**src/rtl/alu_op_sequencer.sv**
```systemverilog
// Multi-cycle ALU control sequencer: takes one decoded instruction per handshake, steps it through
// decode/execute/memory/write-back, drives the ALU control code and memory/register strobes, and keeps the last ALU flags.
module alu_op_sequencer #(
  parameter logic [5:0] LWNOR_OP    = 6'h30,
  parameter logic [2:0] ILLEGAL_GIN = 3'b010
) (
  input  logic       clk,
  input  logic       reset,
  input  logic       instr_valid,
  output logic       instr_ready,
  input  logic [5:0] opcode,
  input  logic [5:0] funct,
  input  logic       zout,
  input  logic       nout,
  input  logic       vout,
  output logic [2:0] gin,
  output logic       alu_src_b,
  output logic       mem_read,
  output logic       mem_write,
  output logic       reg_write,
  output logic       branch_taken,
  output logic [2:0] flags,
  output logic       done,
  output logic       err
);

  typedef enum logic [2:0] {IDLE, DECODE, EXEC, MEM, EXEC2, WB} state_t;
  typedef enum logic [2:0] {CL_R, CL_LW, CL_SW, CL_BEQ, CL_LWNOR, CL_BAD} op_class_t;

  state_t     state, next_state;
  op_class_t  op_class;
  logic [5:0] op_q, funct_q;
  logic [2:0] r_gin;
  logic [2:0] flags_q;

  assign flags = flags_q;

  // Class and R-type ALU code come from the latched fields, so they stay stable for the whole instruction.
  always_comb begin
    op_class = CL_BAD;
    r_gin    = ILLEGAL_GIN;
    if (op_q == 6'h00) begin
      case (funct_q)
        6'h20: begin op_class = CL_R; r_gin = 3'b010; end
        6'h22: begin op_class = CL_R; r_gin = 3'b110; end
        6'h24: begin op_class = CL_R; r_gin = 3'b000; end
        6'h25: begin op_class = CL_R; r_gin = 3'b001; end
        6'h27: begin op_class = CL_R; r_gin = 3'b011; end
        6'h2a: begin op_class = CL_R; r_gin = 3'b111; end
        default: op_class = CL_BAD;
      endcase
    end else if (op_q == 6'h23) begin
      op_class = CL_LW;
    end else if (op_q == 6'h2b) begin
      op_class = CL_SW;
    end else if (op_q == 6'h04) begin
      op_class = CL_BEQ;
    end else if (op_q == LWNOR_OP) begin
      op_class = CL_LWNOR;
    end
  end

  always_ff @(posedge clk) begin
    if (reset) begin
      state   <= IDLE;
      op_q    <= '0;
      funct_q <= '0;
      flags_q <= '0;
    end else begin
      state <= next_state;
      if (state == IDLE && instr_valid) begin
        op_q    <= opcode;
        funct_q <= funct;
      end
      if (state == EXEC || state == EXEC2) begin
        flags_q <= {vout, nout, zout};
      end
    end
  end

  always_comb begin
    next_state   = state;
    instr_ready  = 1'b0;
    gin          = ILLEGAL_GIN;
    alu_src_b    = 1'b0;
    mem_read     = 1'b0;
    mem_write    = 1'b0;
    reg_write    = 1'b0;
    branch_taken = 1'b0;
    done         = 1'b0;
    err          = 1'b0;
    case (state)
      IDLE: begin
        instr_ready = 1'b1;
        if (instr_valid) next_state = DECODE;
      end
      DECODE: begin
        if (op_class == CL_BAD) begin
          err        = 1'b1;
          next_state = IDLE;
        end else begin
          next_state = EXEC;
        end
      end
      EXEC: begin
        case (op_class)
          CL_R: begin
            gin        = r_gin;
            next_state = WB;
          end
          CL_LW, CL_SW, CL_LWNOR: begin
            gin        = 3'b010;
            alu_src_b  = 1'b1;
            next_state = MEM;
          end
          CL_BEQ: begin
            gin          = 3'b110;
            branch_taken = zout;
            done         = 1'b1;
            next_state   = IDLE;
          end
          default: next_state = IDLE;
        endcase
      end
      MEM: begin
        if (op_class == CL_SW) begin
          mem_write  = 1'b1;
          done       = 1'b1;
          next_state = IDLE;
        end else begin
          mem_read   = 1'b1;
          next_state = (op_class == CL_LWNOR) ? EXEC2 : WB;
        end
      end
      EXEC2: begin
        // Loaded word is still on the read port while the ALU NORs it with rt.
        gin        = 3'b011;
        alu_src_b  = 1'b1;
        mem_read   = 1'b1;
        next_state = WB;
      end
      WB: begin
        reg_write  = 1'b1;
        done       = 1'b1;
        next_state = IDLE;
      end
      default: next_state = IDLE;
    endcase
  end

endmodule

```
**config.mk**
```make
export PLATFORM = sky130hd
export DESIGN_NAME = alu_op_sequencer
export DESIGN_NICKNAME = d
export VERILOG_FILES = /design/src/rtl/alu_op_sequencer.sv
export SDC_FILE = /design/constraint.sdc
export NUM_CORES = 1
export LEC_CHECK = 0
export CORE_UTILIZATION = 46
export CTS_CLUSTER_DIAMETER = 200
export CTS_CLUSTER_SIZE = 14
export DETAILED_ROUTE_END_ITERATION = 6
export PLACE_DENSITY_LB_ADDON = 0.08
export SYNTH_ARGS = -nofsm -noshare
export SYNTH_HDL_FRONTEND = slang
export SYNTH_SLANG_ARGS = --single-unit
```
**constraint.sdc**
```tcl
create_clock -name clk -period 2.5 [get_ports clk]
set_input_delay 0.375 -clock clk [delete_from_list [all_inputs] [get_ports clk]]
set_output_delay 0.375 -clock clk [all_outputs]
set_load 0.005 [all_outputs]
```
# ---- After elaboration in Yosys (flattened, before gate mapping)
# Cells that the tools add are included.
dict set report word_totals {
  latchBits 0
  mem_bits_ro 0
  reg_bits 18
  n_memories 0
  ramBits 0
}
dict set report op_classes {
  n_mux 30
  n_mul 0
  eq_ne 21
  shifts 0
  add_sub_neg 0
  n_reduce_logical 7
  bitwise 0
  n_lt_le_gt_ge 0
  n_div 0
}
# op n
set ops {}
lappend ops {{6-bit == test, second input constant} 9}
lappend ops {{3-bit one-hot mux with 5 select lines} 2}
lappend ops {{3-bit two-way mux} 8}
lappend ops {{3-bit one-hot mux with 2 select lines} 3}
lappend ops {{1-bit two-way mux} 13}
lappend ops {{3-bit by 2-bit == test with 1-bit output, second input constant} 4}
lappend ops {{3-bit == test, second input constant} 4}
lappend ops {{3-bit by 1-bit == test with 1-bit output, second input constant} 2}
lappend ops {{6-bit by 3-bit == test with 1-bit output, second input constant} 1}
lappend ops {{3-bit logical NOT} 2}
lappend ops {{6-bit logical NOT} 1}
lappend ops {{6-bit OR reduction} 1}
lappend ops {{1-bit one-hot mux with 2 select lines} 2}
lappend ops {{1-bit one-hot mux with 3 select lines} 1}
lappend ops {{3-bit OR reduction} 1}
lappend ops {{2-bit two-way mux} 1}
lappend ops {{2-bit inequality test, second input constant} 1}
lappend ops {{1-bit logical AND} 1}
lappend ops {{1-bit logical OR} 1}

# ---- Depth between registers and ports, before layout
# Gate-level depths: netlist of run 1.
dict set report depth {
  word_depth 10
  depth_mapped 6
  ltp_nobuf 4
}

# ---- Worst setup path before layout of run 1
# No wires, ideal clock.
dict set report synth_path {
  path_type {register -> output}
  start {register op_q[0]}
  end {output gin[1]}
  stages_incl_launch_ff 6
  slack_ns 0.626
  required_time_ns 2.125
  arrival_time_ns 1.499
  path_cell_list {dfxtp_1 buf_2 or3_4 a2111oi_2 nand4_1 nand3b_1}
}
dict set report synth_via {
  elab_chain_cells 9
  elab_cells_between_ends 15
}
# item line_no
set synth_rtl {}
lappend synth_rtl {{from (decl)} 32} ;# logic [5:0] op_q, funct_q;
lappend synth_rtl {{from (signal assigned)} 72} ;# op_q <= opcode;
lappend synth_rtl {{6-bit == test} 58} ;# end else if (op_q == LWNOR_OP) begin
lappend synth_rtl {{1-bit two-way mux} 58}
lappend synth_rtl {{3-bit two-way mux} 56} ;# end else if (op_q == 6'h04) begin
lappend synth_rtl {{3-bit two-way mux} 54} ;# end else if (op_q == 6'h2b) begin
lappend synth_rtl {{3-bit two-way mux} 52} ;# end else if (op_q == 6'h23) begin
lappend synth_rtl {{3-bit two-way mux} 42} ;# if (op_q == 6'h00) begin
lappend synth_rtl {{3-bit by 2-bit == test with 1-bit output or 3-bit logical NOT (tied branches)} 106} ;# case (op_class)
lappend synth_rtl {{3-bit one-hot mux with 2 select lines (*)} 106}
lappend synth_rtl {{3-bit one-hot mux with 2 select lines (*)} 92} ;# case (state)
lappend synth_rtl {{to (decl)} 16} ;# output logic [2:0] gin,
# Every way passes the cells marked *; elsewhere a longest branch is shown, timed or not.

# ---- Worst setup path after layout of run 1
dict set report layout_path {
  start {register state[2]}
  end {output done}
}
dict set report layout_via {
  elab_chain_cells 2
  elab_cells_between_ends 4
}
# item line_no
set layout_rtl {}
lappend layout_rtl {{from (decl)} 30} ;# state_t state, next_state;
lappend layout_rtl {{from (signal assigned)} 70} ;# state <= next_state;
lappend layout_rtl {{3-bit == test or 3-bit by 2-bit == test with 1-bit output (tied branches)} 92}
lappend layout_rtl {{1-bit one-hot mux with 3 select lines (*)} 92}
lappend layout_rtl {{to (decl)} 23} ;# output logic done,
# Marks and branches as above.

==> results of run 1 <==
[cells in the mapped netlist, types with 2 or more instances]
cell	count	area, um2
sky130_fd_sc_hd__nand2_1	30	113
sky130_fd_sc_hd__dfxtp_1	18	360
sky130_fd_sc_hd__a21oi_1	16	80.1
sky130_fd_sc_hd__nor2_1	11	41.3
sky130_fd_sc_hd__nand2b_1	6	37.5
sky130_fd_sc_hd__nor3_1	6	30.0
sky130_fd_sc_hd__clkbuf_1	4	15.0
sky130_fd_sc_hd__inv_1	4	15.0
sky130_fd_sc_hd__nand3b_1	4	30.0
sky130_fd_sc_hd__o21ai_0	4	20.0
sky130_fd_sc_hd__buf_2	3	15.0
sky130_fd_sc_hd__mux2i_1	3	30.0
sky130_fd_sc_hd__o21ai_1	3	15.0
sky130_fd_sc_hd__or3b_1	3	26.3
sky130_fd_sc_hd__nand3_1	2	10.0
sky130_fd_sc_hd__o211a_1	2	20.0
sky130_fd_sc_hd__o21a_1	2	15.0
sky130_fd_sc_hd__o22ai_1	2	12.5
sky130_fd_sc_hd__or4_1	2	15.0
[registers in the layout, summed over array words and instances, names as in the netlist]
signal	count
funct_q	6
op_q	6
flags	3
state	3
[power groups by stage]
stage	clock network (mW)	logic, mW	registers [mW]
after floorplan	0	0.0766	0.317
after global placement	0	0.128	0.320
after detailed placement	0	0.130	0.322
after CTS	0.187	0.138	0.313
after global routing	0.202	0.159	0.316
final	0.190	0.146	0.314
[routing by layer]
metal	vias to the layer above	global-route usage (%)
met4	0	8.57
li1	571	-
met3	5	2.16
met1	542	32.4
met2	53	42.1
met5	-	0
[worst paths after layout]
path | start | cells after the start | to | slack [ps]
max | state[2] | 4 | done | 70
min | funct_q[4] | 2 | funct_q[4] | 470
min reg2reg | funct_q[4] | 2 | funct_q[4] | 470
max reg2reg | op_q[2] | 4 | state[0] | 860
[worst max-delay path, stage by stage (launching register included)]
cell,delay (ps)
sky130_fd_sc_hd__dfxtp_1,330
sky130_fd_sc_hd__or3b_1,460
sky130_fd_sc_hd__or2_4,310
sky130_fd_sc_hd__or3b_1,160
sky130_fd_sc_hd__clkdlybuf4s50_1,480
[cells by family (layout without fill, tap and decap cells)]
group                  count (synthesis)  after routing  synth area share (%)
XOR/XNOR                               1              1                 0.839
AND/OR/NAND/NOR                       73             73                  36.1
multiplexers                           4              4                  3.96
buffers and inverters                 12             53                  5.39
flip-flops                            18             18                  34.5
AO/OA/AOI/OAI                         32             32                  19.2
[final cells by class]
type                       instances  area [um2]
inverter                           4        15.0
fill                             157         509
tap                               27        33.8
clock buffer                       4        36.3
multi-input combinational        110         666
sequential                        18         370
timing repair buffer              45         412
[timing repair]
item,CTS,global route
gates resized for setup,13,8
buffers inserted,4,0
pin swaps,4,3
endpoints found under the setup margin,5,7
==> impl_metrics.ini, run 1 <==
[run_status]
status = finished clean

[layout]
final_cell_area_um2 = 1530
leading_cell_type_in_the_layout_fill_and_taps_excluded = sky130_fd_sc_hd__nand2_1
final_util_pct = 75.1
post_route_cells_drive_above_1_share_pct = 17.7
layout.cells.most_common_list = sky130_fd_sc_hd__nand2_1, sky130_fd_sc_hd__clkdlybuf4s50_1, sky130_fd_sc_hd__a21oi_1
nets = 200
layout.cells.non_filler = 208
synthToLayoutAreaGrowth_pct = 46.9
num_antenna_cells = 0

[min_path]
worstHoldPathType = register to register

[placement]
gp_congestion = 0.927
io_buf_count = 31
dpl.hpwl_um = 1940
dp.cells = 200
dpl-instance-area_um2 = 1420
dp_slack_ps = 77.2

[timing]
setup_violations = 0
fin_skew_ps = 4.54
setup_ws_ps = 70.2
worstMarginPinSlew_ps = 512
final_hold_viol_count = 0
slew_viol_final = 0
max_freq_ghz = 0.412
timing.setup.tns_ps = 0
finalCriticalPeriod_ps = 2430
finalCritPeriodShare_pct = 97.2
fin_worst_hold_slack_ps = 467
timing.slew.headroom_pct = 65.9
rsz_0062_raised_after_global_routing = false

[route]
wl_per_cell_um = 13.2
drt_iter0_markers = 49
dr_total_vias = 1171
highest_signal_layer = met4
routed-wl-met2_um = 1310
wirelength_met1_um = 1170
totalWireLength_um = 2740
route.detailed.drc = 0
routed_via_count_divided_by_cell_count = 5.63
wl_met3_um = 221
final_antenna_net_count = 0
drtPass1Iterations = 5

[clock_tree]
cts-buffers-inserted = 3
numClockSinks = 18
clk-insertion-delay-late_ps = 310
clk_path_buf_depth = 2
cts_hold_buf = 0
clkSlewWorstSetupHoldPaths_ps = 110
htree_levels = 1
library_cell_used_as_clock_root_buffer = sky130_fd_sc_hd__clkbuf_4
cts_tree = done

[flow_run]
cap_violations = 0

[grt]
globalRouteTotalUtil_pct = 24.8
globalRouteOverflowTotal = 0
grt_first_pass_wirelength_um = 4690
antenna_found_initial = 0
vias_in_the_first_global_route = 1026
grt_max_degree = 16

[die]
die_width_um = 49.6
die-height_um = 49.6
fp.coreArea_um2 = 2040
std_cell_rows = 16
io-pin-count = 32
floorplan.initialDensity_pct = 51.1
die_area_um2 = 2460

[synth]
yosysWarningCount = 0
synth-async-reset-ratio_pct = 0
synthDistinctLibCells = 34
ys_seq_area_share_pct = 34.5
post_synth_instance_area_um2 = 1040
synth_edf_count = 0
synth_cells = 140
synth_top_flop_cell = sky130_fd_sc_hd__dfxtp_1
postSynthAreaPerCell_um2 = 7.45
postSynthNetCount = 158
flop_and_latch_count_out_of_synthesis = 18

[power]
power_switching_share_pct = 28.3
power.net_switching_mw = 0.184
power-per-cell-area_nw_per_um2 = 424
power.static_leakage_nw = 0.605
power_frac_clock_pct = 29.2
vdd_ir_drop_max_mv = 0.449
p_int_mw = 0.466
share_seq_of_total_power_pct = 48.4
report.power.total_mw = 0.649
share_of_power_burned_in_combinational_logic_pct = 22.4

[setup_path]
worst-endpoint-arrival_ps = 2050
timing.critical_path.fanout_max = 3
critPathLaunchType = register
critical_path.endpoint_type = output port
critPathRequiredTime_ps = 2120
timing_worst_setup_path_type = register to output port
(Power assumes the default switching activity.)
==> inputs of run 2 (changes only) <==
Settings changed: CORE_UTILIZATION 46 to 40.
==> impl_metrics.ini, run 2 (synthesis results as in run 1) <==
[run_status]
status = finished clean

[setup_path]
timing.critical_path.cells = or3b_4 -> or2_4 -> or3b_1 -> clkdlybuf4s50_1
critPathLaunchType = register
timing_worst_setup_path_type = register to output port
worst-endpoint-arrival_ps = 2010
cp_slowest_cell = sky130_fd_sc_hd__clkdlybuf4s50_1
critical_path.top_delay_family = simple AND/OR/NAND/NOR gates
timing.critical_path.fanout_max = 7
critical_path.endpoint_type = output port
cp_slowest_stage_delay_ps = 490
path_buf_inv = 1
critPathRequiredTime_ps = 2120

[die]
die_area_um2 = 2820
std_cell_rows = 18
io-pin-count = 32
die_width_um = 53.1
floorplan.initialDensity_pct = 42.1
fp.coreArea_um2 = 2480
die-height_um = 53.1

[timing]
worstMarginPinSlew_ps = 512
fin_skew_ps = 3.26
rsz_0062_raised_after_global_routing = false
final_hold_viol_count = 0
setup_ws_ps = 115
timing.slew.headroom_pct = 65.9
fin_worst_hold_slack_ps = 466
finalCritPeriodShare_pct = 95.4
slew_viol_final = 0
setup_violations = 0
max_freq_ghz = 0.419
finalCriticalPeriod_ps = 2380

[clock_tree]
clkSlewWorstSetupHoldPaths_ps = 100
clk-insertion-delay-late_ps = 290
cts_hold_buf = 0
htree_levels = 1
numClockSinks = 18
cts-buffers-inserted = 3
library_cell_used_as_clock_root_buffer = sky130_fd_sc_hd__clkbuf_4
clk_path_buf_depth = 2
cts_tree = done

[placement]
dpl.hpwl_um = 1960
io_buf_count = 31
gp_congestion = 0.891
dp_slack_ps = 93.7

[route]
routed-wl-met2_um = 1170
totalWireLength_um = 2600
wirelength_met1_um = 1280
routed_via_count_divided_by_cell_count = 5.17
final_antenna_net_count = 0
highest_signal_layer = met4
drtPass1Iterations = 4
route.detailed.drc = 0
wl_per_cell_um = 12.7
drt_iter0_markers = 16
dr_total_vias = 1060
wl_met3_um = 110

[grt]
grt_max_degree = 13
grt_first_pass_wirelength_um = 4220
antenna_found_initial = 0
globalRouteTotalUtil_pct = 20.8
globalRouteOverflowTotal = 0
vias_in_the_first_global_route = 978

[layout]
synthToLayoutAreaGrowth_pct = 42.7
nets = 195
final_util_pct = 60.1
layout.cells.most_common_list = sky130_fd_sc_hd__nand2_1, sky130_fd_sc_hd__clkdlybuf4s50_1, sky130_fd_sc_hd__a21oi_1
largestRegisters = funct_q x6, op_q x6
num_antenna_cells = 0
post_route_cells_drive_above_1_share_pct = 14.3
filler_cell_count = 244
leading_cell_type_in_the_layout_fill_and_taps_excluded = sky130_fd_sc_hd__nand2_1

[power]
share_of_power_burned_in_combinational_logic_pct = 21.8
vdd_ir_drop_max_mv = 0.309
power_switching_share_pct = 27.8
power_frac_clock_pct = 24.2
share_seq_of_total_power_pct = 54.0
power.static_leakage_nw = 0.616
report.power.total_mw = 0.590
p_int_mw = 0.426
power.net_switching_mw = 0.164
power-per-cell-area_nw_per_um2 = 396

[min_path]
worstHoldPathType = register to register

[flow_run]
cap_violations = 0
## run 2: final timing paths
check | startpoint | to | slack, ps | cells after the start
setup / recovery | state[1] | done | 120 | 4
hold / removal | funct_q[4] | funct_q[4] | 470 | 2
setup reg to reg | op_q[3] | state[0] | 850 | 4
hold reg to reg | funct_q[4] | funct_q[4] | 470 | 2
## run 2: power by group through the flow
stage,Combinational (mW),Sequential [mW],Clock [mW]
finish,0.128,0.319,0.143
global route,0.142,0.321,0.161
CTS,0.125,0.320,0.148
detailed placement,0.123,0.326,0
global placement,0.121,0.324,0
floorplan,0.0766,0.317,0
## run 2: cell type report
cell class | instances | area (um2) | share of cell area (%)
Timing Repair Buffer | 40 | 390 | 26.2
Tap cell | 30 | 37.5 | 2.52
Inverter | 4 | 15.0 | 1.01
Multi-Input combinational cell | 110 | 648 | 43.5
Clock buffer | 3 | 22.5 | 1.51
Sequential cell | 18 | 375 | 25.2
## run 2: worst register-to-register path, cell delays in order, from the launching register on
cell                      delay (ps)
sky130_fd_sc_hd__dfxtp_2         380
sky130_fd_sc_hd__or4_4           520
sky130_fd_sc_hd__or4_1           420
sky130_fd_sc_hd__o211a_1         140
sky130_fd_sc_hd__o22ai_2         130
## run 2: stage by stage
step | instance area (um2) | setup TNS (ps) | cells
2_1_floorplan | 1040 | 0 | 140
4_1_cts | 1440 | -385 | 202
5_1_grt | 1490 | 0 | 205
6_report | 1490 | 0 | 205
3_5_place_dp | 1400 | 0 | 199
3_3_place_gp | 1400 | 0 | 199
## run 2: metal layers
| layer | global-route usage [%] | up-vias |
|---|---|---|
| li1 | - | 563 |
| met2 | 35.2 | 28 |
| met3 | 4.02 | 6 |
| met4 | 9.21 | 0 |
| met5 | 0 | - |
| met1 | 25.1 | 463 |
## run 2: timing repair
item	4_1_cts	5_1_grt
resized for setup	9	9
buffers inserted	0	3
pin swaps	4	1
endpoints found under the setup margin	5	6
hold endpoints to repair	0	0
==> inputs of run 3 (changes only) <==
Settings changed: CORE_UTILIZATION 40 to 38, HOLD_SLACK_MARGIN set to 0.12, PLACE_DENSITY_LB_ADDON 0.08 to 0.2.
==> impl_metrics.ini, run 3 (synthesis results as in run 1) <==
[run_status]
status = finished clean

[timing]
finalCritPeriodShare_pct = 96.3
slew_viol_final = 0
timing.slew.headroom_pct = 65.2
final_hold_viol_count = 0
worstMarginPinSlew_ps = 521
rsz_0062_raised_after_global_routing = false
max_freq_ghz = 0.416
fin_skew_ps = 1.93
setup_violations = 0
finalCriticalPeriod_ps = 2410
setup_ws_ps = 93.6
timing.setup.tns_ps = 0

[die]
std_cell_rows = 18
fp.coreArea_um2 = 2540
die_area_um2 = 2960
die_width_um = 54.4
die-height_um = 54.4
io-pin-count = 32
floorplan.initialDensity_pct = 41.0

[layout]
final_util_pct = 58.9
post_route_cells_drive_above_1_share_pct = 14.7
largestRegisters = funct_q x6, op_q x6
layout.cells.most_common_list = sky130_fd_sc_hd__nand2_1, sky130_fd_sc_hd__clkdlybuf4s50_1, sky130_fd_sc_hd__a21oi_1
layout.cells.non_filler = 207
num_antenna_cells = 0
nets = 197
synthToLayoutAreaGrowth_pct = 43.8
leading_cell_type_in_the_layout_fill_and_taps_excluded = sky130_fd_sc_hd__nand2_1

[grt]
globalRouteOverflowTotal = 0
antenna_found_initial = 0
vias_in_the_first_global_route = 958
grt_first_pass_wirelength_um = 4210
grt_max_degree = 15
globalRouteTotalUtil_pct = 19.8

[setup_path]
critPathRequiredTime_ps = 2120
critPathLaunchType = register
critical_path.endpoint_type = output port
timing.critical_path.fanout_max = 8
worst-endpoint-arrival_ps = 2030
timing_worst_setup_path_type = register to output port

[power]
vdd_ir_drop_max_mv = 0.319
power-per-cell-area_nw_per_um2 = 396
report.power.total_mw = 0.594
power.static_leakage_nw = 0.625

[clock_tree]
clk-insertion-delay-late_ps = 290
clkSlewWorstSetupHoldPaths_ps = 100
cts-buffers-inserted = 3
cts_hold_buf = 0
clk_path_buf_depth = 2
htree_levels = 1
numClockSinks = 18
library_cell_used_as_clock_root_buffer = sky130_fd_sc_hd__clkbuf_4
cts_tree = done

[flow_run]
cap_violations = 0

[route]
dr_total_vias = 1116
route.detailed.drc = 0
final_antenna_net_count = 0
drtPass1Iterations = 4
drt_iter0_markers = 32
totalWireLength_um = 2680
wl_per_cell_um = 12.9
routed_via_count_divided_by_cell_count = 5.39

[placement]
gp_congestion = 0.916
dp_slack_ps = 107
dp.cells = 201
io_buf_count = 31
dpl.hpwl_um = 2000

[min_path]
worstHoldPathType = register to register
run 3: layout make-up:
type	instances	area [um2]
inverter	4	15.0
timing repair buffer	42	405
clock buffer	3	22.5
multi-input combinational	110	651
sequential	18	369
tap	30	37.5
fill	235	1040
run 3: worst paths after layout:
path,startpoint,to,slack [ps],cells after the start
worst max-delay path,op_q[3],gin[1],90,5
worst min-delay path,funct_q[5],funct_q[5],480,2
worst max register to register,op_q[0],state[2],850,5
worst min register to register,funct_q[5],funct_q[5],480,2
run 3: metrics by stage:
stage | hold WS (ps) | area [um2]
2_1_floorplan | 441 | 1040
3_3_place_gp | 456 | 1410
3_5_place_dp | 467 | 1410
4_1_cts | 481 | 1460
5_1_grt | 507 | 1500
6_report | 479 | 1500
run 3: timing repair:
| item | CTS | global route |
|---|---|---|
| setup buffers | 1 | 2 |
| gates resized for setup | 6 | 9 |
| pin swaps | 4 | 3 |
| setup endpoints to repair | 5 | 6 |
run 3: power by group:
part / leakage [nW] / switching (mW) / internal [mW]
logic: 0.462 / 0.0587 / 0.0709
registers: 0.149 / 0.0184 / 0.301
clock network: 0.0138 / 0.0890 / 0.0560
run 3: critical path, cell delays in order (launching register included):
cell and delay (ps):
sky130_fd_sc_hd__dfxtp_2 380, sky130_fd_sc_hd__or4_4 520, sky130_fd_sc_hd__nor4_1 270, sky130_fd_sc_hd__nand4_1 200, sky130_fd_sc_hd__nand3b_1 200, sky130_fd_sc_hd__dlymetal6s2s_1 160
run 3: layer usage:
layer,up-vias,share of wire (%),routed length (um),global-route usage [%]
li1,568,-,-,-
met1,512,49,1300,25.3
met2,32,46,1230,32.7
met3,4,4.6,122,4.17
met4,0,0.86,23,6.84
met5,-,0,0,0
